**src/rtl/rv_core_pkg.sv**
```systemverilog
// Shared core definitions: opcode constants, sequencer state type and B-type
// immediate extraction, reused by decode.
package rv_core_pkg;

  localparam int OPC_W = 7;
  localparam logic [OPC_W-1:0] OPC_BRANCH = 7'b1100011;

  typedef enum logic [1:0] {
    ST_FETCH = 2'd0,
    ST_EXEC  = 2'd1,
    ST_HALT  = 2'd2
  } seq_state_t;

  // Sign-extended B-type offset; bit 0 is always zero.
  function automatic logic [31:0] b_imm(input logic [31:0] instr);
    return {{19{instr[31]}}, instr[31], instr[7], instr[30:25], instr[11:8], 1'b0};
  endfunction

endpackage

```
**src/rtl/pc_next_sel.sv**
```systemverilog
// Next-PC selection: sequential PC+4, or PC+B-offset when a branch is taken
// (this core takes a branch when the ALU zero flag is clear).
module pc_next_sel
  import rv_core_pkg::*;
(
  input  logic [31:0] i_pc,
  input  logic [31:0] i_instr,
  input  logic        i_cero,
  output logic [31:0] o_next_pc,
  output logic        o_misaligned
);

  logic w_taken;

  assign w_taken = (i_instr[OPC_W-1:0] == OPC_BRANCH) && !i_cero;

  // NOTE: every output gets a default at the top of always_comb so no path
  // leaves it unassigned, which would infer a latch.
  always_comb begin
    o_next_pc    = i_pc + 32'd4;
    o_misaligned = 1'b0;
    if (w_taken) begin
      o_next_pc    = i_pc + b_imm(i_instr);
      o_misaligned = (o_next_pc[1:0] != 2'b00);
    end
  end

endmodule

```
**src/rtl/pc_sequencer.sv**
```systemverilog
// PC register, fetch handshake, branch commit and retired-instruction counter
// for the single-issue core.
module pc_sequencer
  import rv_core_pkg::*;
#(
  parameter logic [31:0] RESET_PC = 32'h0000_0000
) (
  input  logic        clk,
  input  logic        rst,
  output logic        imem_req,
  output logic [31:0] imem_addr,
  input  logic        imem_valid,
  input  logic [31:0] imem_rdata,
  output logic [31:0] instr,
  output logic        instr_valid,
  input  logic        alu_done,
  input  logic        cero,
  input  logic        stall,
  output logic [31:0] pc,
  output logic [31:0] instret,
  output logic        misalign_err
);

  seq_state_t  r_state;
  logic [31:0] r_pc;
  logic [31:0] r_instr;
  logic [31:0] r_instret;
  logic        r_misalign;
  logic        r_done_q;
  logic        r_cero_q;

  logic        w_done_any;
  logic        w_cero;
  logic        w_commit;
  logic [31:0] w_next_pc;
  logic        w_misaligned;

  // A live alu_done carries the freshest flag; otherwise use the one captured
  // while the commit was stalled.
  assign w_done_any = alu_done | r_done_q;
  assign w_cero     = alu_done ? cero : r_cero_q;
  assign w_commit   = (r_state == ST_EXEC) && w_done_any && !stall;

  pc_next_sel u_next_sel (
    .i_pc        (r_pc),
    .i_instr     (r_instr),
    .i_cero      (w_cero),
    .o_next_pc   (w_next_pc),
    .o_misaligned(w_misaligned)
  );

  // NOTE: all state here uses non-blocking assignments so every register
  // samples the pre-edge values, independent of statement order.
  always_ff @(posedge clk) begin
    if (rst) begin
      r_state    <= ST_FETCH;
      r_pc       <= RESET_PC;
      r_instr    <= 32'd0;
      r_instret  <= 32'd0;
      r_misalign <= 1'b0;
      r_done_q   <= 1'b0;
      r_cero_q   <= 1'b0;
    end else begin
      case (r_state)
        ST_FETCH: begin
          if (imem_valid) begin
            r_instr <= imem_rdata;
            r_state <= ST_EXEC;
          end
        end
        ST_EXEC: begin
          if (w_commit) begin
            r_done_q <= 1'b0;
            if (w_misaligned) begin
              r_misalign <= 1'b1;
              r_state    <= ST_HALT;
            end else begin
              r_pc      <= w_next_pc;
              r_instret <= r_instret + 32'd1;
              r_state   <= ST_FETCH;
            end
          end else if (alu_done && !r_done_q) begin
            r_done_q <= 1'b1;
            r_cero_q <= cero;
          end
        end
        ST_HALT: begin
          r_state <= ST_HALT;
        end
        default: r_state <= ST_HALT;
      endcase
    end
  end

  assign imem_req     = (r_state == ST_FETCH);
  assign imem_addr    = r_pc;
  assign instr_valid  = (r_state == ST_EXEC);
  assign instr        = r_instr;
  assign pc           = r_pc;
  assign instret      = r_instret;
  assign misalign_err = r_misalign;

endmodule

```
**config.mk**
```make
export PLATFORM = sky130hd
export DESIGN_NAME = pc_sequencer
export DESIGN_NICKNAME = d
export VERILOG_FILES = /design/src/rtl/rv_core_pkg.sv /design/src/rtl/pc_next_sel.sv /design/src/rtl/pc_sequencer.sv
export SDC_FILE = /design/constraint.sdc
export NUM_CORES = 1
export LEC_CHECK = 0
export CORE_ASPECT_RATIO = 1.5
export CORE_MARGIN = 5
export CORE_UTILIZATION = 30
export CTS_BUF_LIST = sky130_fd_sc_hd__clkbuf_4
export DETAILED_ROUTE_END_ITERATION = 10
export PLACE_DENSITY = 0.53
export SLEW_MARGIN = 10
export SYNTH_ARGS = -nofsm -noshare
export SYNTH_HDL_FRONTEND = slang
export SYNTH_SLANG_ARGS = --single-unit
export TNS_END_PERCENT = 20
```
**constraint.sdc**
```tcl
create_clock -name clk -period 3.3 [get_ports clk]
set_clock_uncertainty 0.05 [all_clocks]
set_input_delay 0.33 -clock clk [delete_from_list [all_inputs] [get_ports clk]]
set_output_delay 0.33 -clock clk [all_outputs]
set_load 0.01 [all_outputs]
```
==> impl_metrics.csv <==
group,metric,value,unit
run_status,status,"finished, final reports clean",
route,dr.pass1.iters,5,
final_layout,fin_nets,1074,
pwr,intPower,1.65,mW
cts,cts_hold_buf,0,
cts,root_buffer,"clkbuf_4",
cts,clockBufferDepth,2,
global_routing,grt_pass1_wl,34900,µm
global_routing,grt.overflow.total,0,
setup_path,worst_setup_path_end_kind,"register",
pwr,p_leak,3.18,nW
setup_path,r2r_start,"instr[31]$_SDFFE_PP0P_",
placement,place_congestion,0.899,
cts,clkTransAtPathRegs,180,ps
synthesis,yosys_warnings,0,
pwr,pwr-share-seq,0.539,
global_routing,antenna_found_initial,1,
setup_path,worstPathMaxFanout,9,
setup_path,r2r_cells,10,
timing,slew_headroom,0.471,
setup_path,critPathLaunchType,"register",
final_layout,drive_above_1_share,0.0764,
setup_path,cp_num_cells,10,
timing,holdWs,307,ps
synthesis,synthesis.area,6520,µm²
global_routing,grt_max_degree,58,
cts,post_cts_buffers,0,
pwr,switching_share,0.295,
setup_path,rr_endpoint,"imem_addr[31]$_SDFFE_PP0P_",
pwr,power.switching,0.691,mW
setup_path,worstSetupPathType,"register to register",
cts,htree_num_levels,3,
floorplan,die_h,191,µm
synthesis,synthCells,861,
synthesis,synth-async-reset-ratio,0,
setup_path,critPathSlowestCell,"dfxtp_1",
setup_path,required,3660,ps
timing,period_needed,3120,ps
placement,hpwlAfterDp,16500,µm
route,via_per_inst,5.20,
timing,max_freq,320,MHz
setup_path,cp.arrival,3480,ps
timing,slew_viol_final,0,
route,totalWireLength,22000,µm
pwr,power,2.34,mW
setup_path,r2r_slack,180,ps
setup_path,setup.worst_path.start,"instr[31]$_SDFFE_PP0P_",
setup_path,crit_end,"imem_addr[31]$_SDFFE_PP0P_",
global_routing,grt_pass1_vias,6541,
synthesis,yosysUniqueCellTypes,72,
final_layout,fin_util,0.398,
route,vias,6665,
min_path,min-delay-path-class,"input port to register",
floorplan,core,21600,µm²
cts,cts_tree,"built",
route,drt-initial-drc-count,387,
route,wl_per_cell,17.2,µm
setup_path,critPathMaxStageDelay,600,ps
floorplan,die_x,130,µm
setup_path,cp_top_family,"simple AND/OR/NAND/NOR gates",
synthesis,ys_seq_elements,100,
timing,fin_crit_sh,0.946,
timing,rsz0062_at_grt,"true",
synthesis,yosysSeqAreaShare,0.307,
synthesis,synth_top_area_frac,0.307,
pwr,power.density,272,nW/µm²
timing,worstMarginPinSlew,791,ps
final_layout,synthToLayoutAreaGrowth,31.6,%
pwr,ir_drop,156,µV
global_routing,grt.total_usage,0.177,
setup_path,crit_chain,"buf_4 > ha_1 > a21o_1 > a21oi_1 > or2_2 > o221ai_1 > or4b_1 > nand3_1 > nor4b_2 > mux2_1",
route,ant_nets,0,
synthesis,ys_top_cells_by_area,"dfxtp_1 (31%), a21oi_1 (7.8%), nand2_1 (6.6%), ha_1 (6.1%), nor2_1 (4.6%)",
synthesis,synth_flop_cell,"dfxtp_1",
cts,numCtsBuffers,9,
cts,cts.sinks,100,
pwr,power_frac_clock,0.318,
cts,cts_resized,0,
floorplan,pin_count,169,
setup_path,crit_buf_inv,1,
synthesis,synth_edf_count,0,
run,drv_cap,0,
floorplan,fp.dieArea,24800,µm²
synthesis,yosys.area.top_type,"dfxtp_1",
cts,clk_latency,490,ps
placement,portBuffers,166,
synthesis,post_synth.cell_area_avg,7.57,µm²
floorplan,initial_core_util,0.302,
floorplan,row_count,66,
route,route.detailed.drc,0,
timing,setup_viol,0,
pwr,power_frac_comb,0.143,
timing,hold_violations,0,
## logic make-up after synthesis
group | Yosys count | share of synthesized area
fa+ha+maj | 33 | 0.0645
compound gates | 238 | 0.227
simple gates | 348 | 0.262
buf+inv | 93 | 0.0730
mux | 7 | 0.0111
xor+xnor | 41 | 0.0551
other cells | 1 | 0.000575
flops | 100 | 0.307
## power by group through the flow
stage | registers [mW] | clock network, mW | logic (mW)
floorplan | 1.30 | 0 | 0.155
global placement | 1.28 | 0 | 0.337
detailed placement | 1.29 | 0 | 0.336
CTS | 1.26 | 0.782 | 0.338
global route | 1.27 | 0.818 | 0.367
finish | 1.26 | 0.743 | 0.334
## cells in the mapped netlist (3+ instances only)
cell type	number
a21o_1	17
o21ai_0	42
or2_2	3
o21a_1	7
nand2b_1	6
and2_1	6
buf_4	33
o31ai_1	3
nand3_1	41
xnor2_1	15
nand4_1	17
and4_1	8
nand3b_1	3
nor3_1	21
xor2_1	26
and3_1	12
nor4_1	5
inv_1	18
or3_1	8
a21oi_1	102
nor2b_1	4
ha_1	32
dfxtp_1	100
nor2_1	80
o41ai_1	3
o21bai_1	5
nand2_1	115
o22ai_1	3
a311oi_1	4
clkbuf_1	35
buf_1	5
o211ai_1	5
o21ai_1	6
a211oi_1	9
a31oi_1	10
mux2i_1	5
## area by class of cell
| class | count | area (µm²) |
|---|---|---|
| fillers | 2276 | 13000 |
| well taps | 272 | 340 |
| clock inverters | 6 | 82.6 |
| diodes | 1 | 2.50 |
| repair buffers | 205 | 1950 |
| flip-flops and latches | 100 | 2000 |
| multi-input cells | 669 | 4060 |
| inverters | 18 | 67.6 |
| clock buffers | 10 | 75.1 |
## stage by stage
step                      TNS [ps]  std cells  instance area (µm²)  setup WS (ps)
after detailed placement         0       1264                 8410            179
after floorplan                  0        862                 6520           59.2
after CTS                        0       1280                 8570            180
after global routing         -62.3       1281                 8580          -62.3
after global placement           0       1264                 8410            233
final                            0       1281                 8580            177
## per-layer routing
metal / global-route usage / vias to the layer above / share of wire
met2: 0.323 / 179 / 0.53
li1: - / 3332 / -
met5: 0 / - / 0
met1: 0.205 / 3127 / 0.40
met3: 0.0350 / 27 / 0.051
met4: 0.0534 / 0 / 0.021
## how the worst min path moves through the flow
stage	startpoint	to	slack [ps]	cells after the start
floorplan	r_cero_q$_SDFFE_PP0P_	r_cero_q$_SDFFE_PP0P_	410	2
global placement	misalign_err$_SDFFE_PP0P_	misalign_err$_SDFFE_PP0P_	390	2
detailed placement	misalign_err$_SDFFE_PP0P_	misalign_err$_SDFFE_PP0P_	400	2
CTS	imem_rdata[29]	instr[29]$_SDFFE_PP0P_	260	3
global route	imem_rdata[24]	instr[24]$_SDFFE_PP0P_	260	3
finish	imem_rdata[24]	instr[24]$_SDFFE_PP0P_	310	3
## state kept, by name, indices dropped and copies added (netlist names)
signal        count
misalign_err      1
r_state           2
instr            32
instret          32
imem_addr        31
r_done_q          1
r_cero_q          1
## placed cells by master (no fill, tap or decap), types with 3 or more instances in the layout
cell type / n
o41ai_1: 3
or3_1: 8
nor4_1: 5
and2_1: 6
a31oi_1: 10
nand2_1: 115
mux2i_1: 5
dfxtp_1: 100
inv_1: 18
nand3_1: 41
clkdlybuf4s50_1: 165
a21oi_1: 100
o211ai_1: 5
or2_2: 3
a21o_1: 17
a311oi_1: 3
clkbuf_4: 10
ha_1: 32
a211oi_1: 9
o21bai_1: 5
nor2_1: 80
o22ai_1: 3
nand4_1: 17
o21ai_0: 42
and3_1: 12
and4_1: 8
buf_4: 40
nand3b_1: 3
xnor2_1: 15
nor3_1: 21
o21ai_1: 6
nor2b_1: 4
xor2_1: 26
o31ai_1: 3
nand2b_1: 6
o21a_1: 7
## worst register-to-register path: stages (launching register included)
cell and delay (ps):
dfxtp_1 600, buf_4 230, ha_1 310, a21o_1 230, a21oi_1 200, or2_2 140
o221ai_1 150, or4b_1 530, nand3_1 80, nor4b_2 190, mux2_1 340
(Power assumes the default switching activity.)
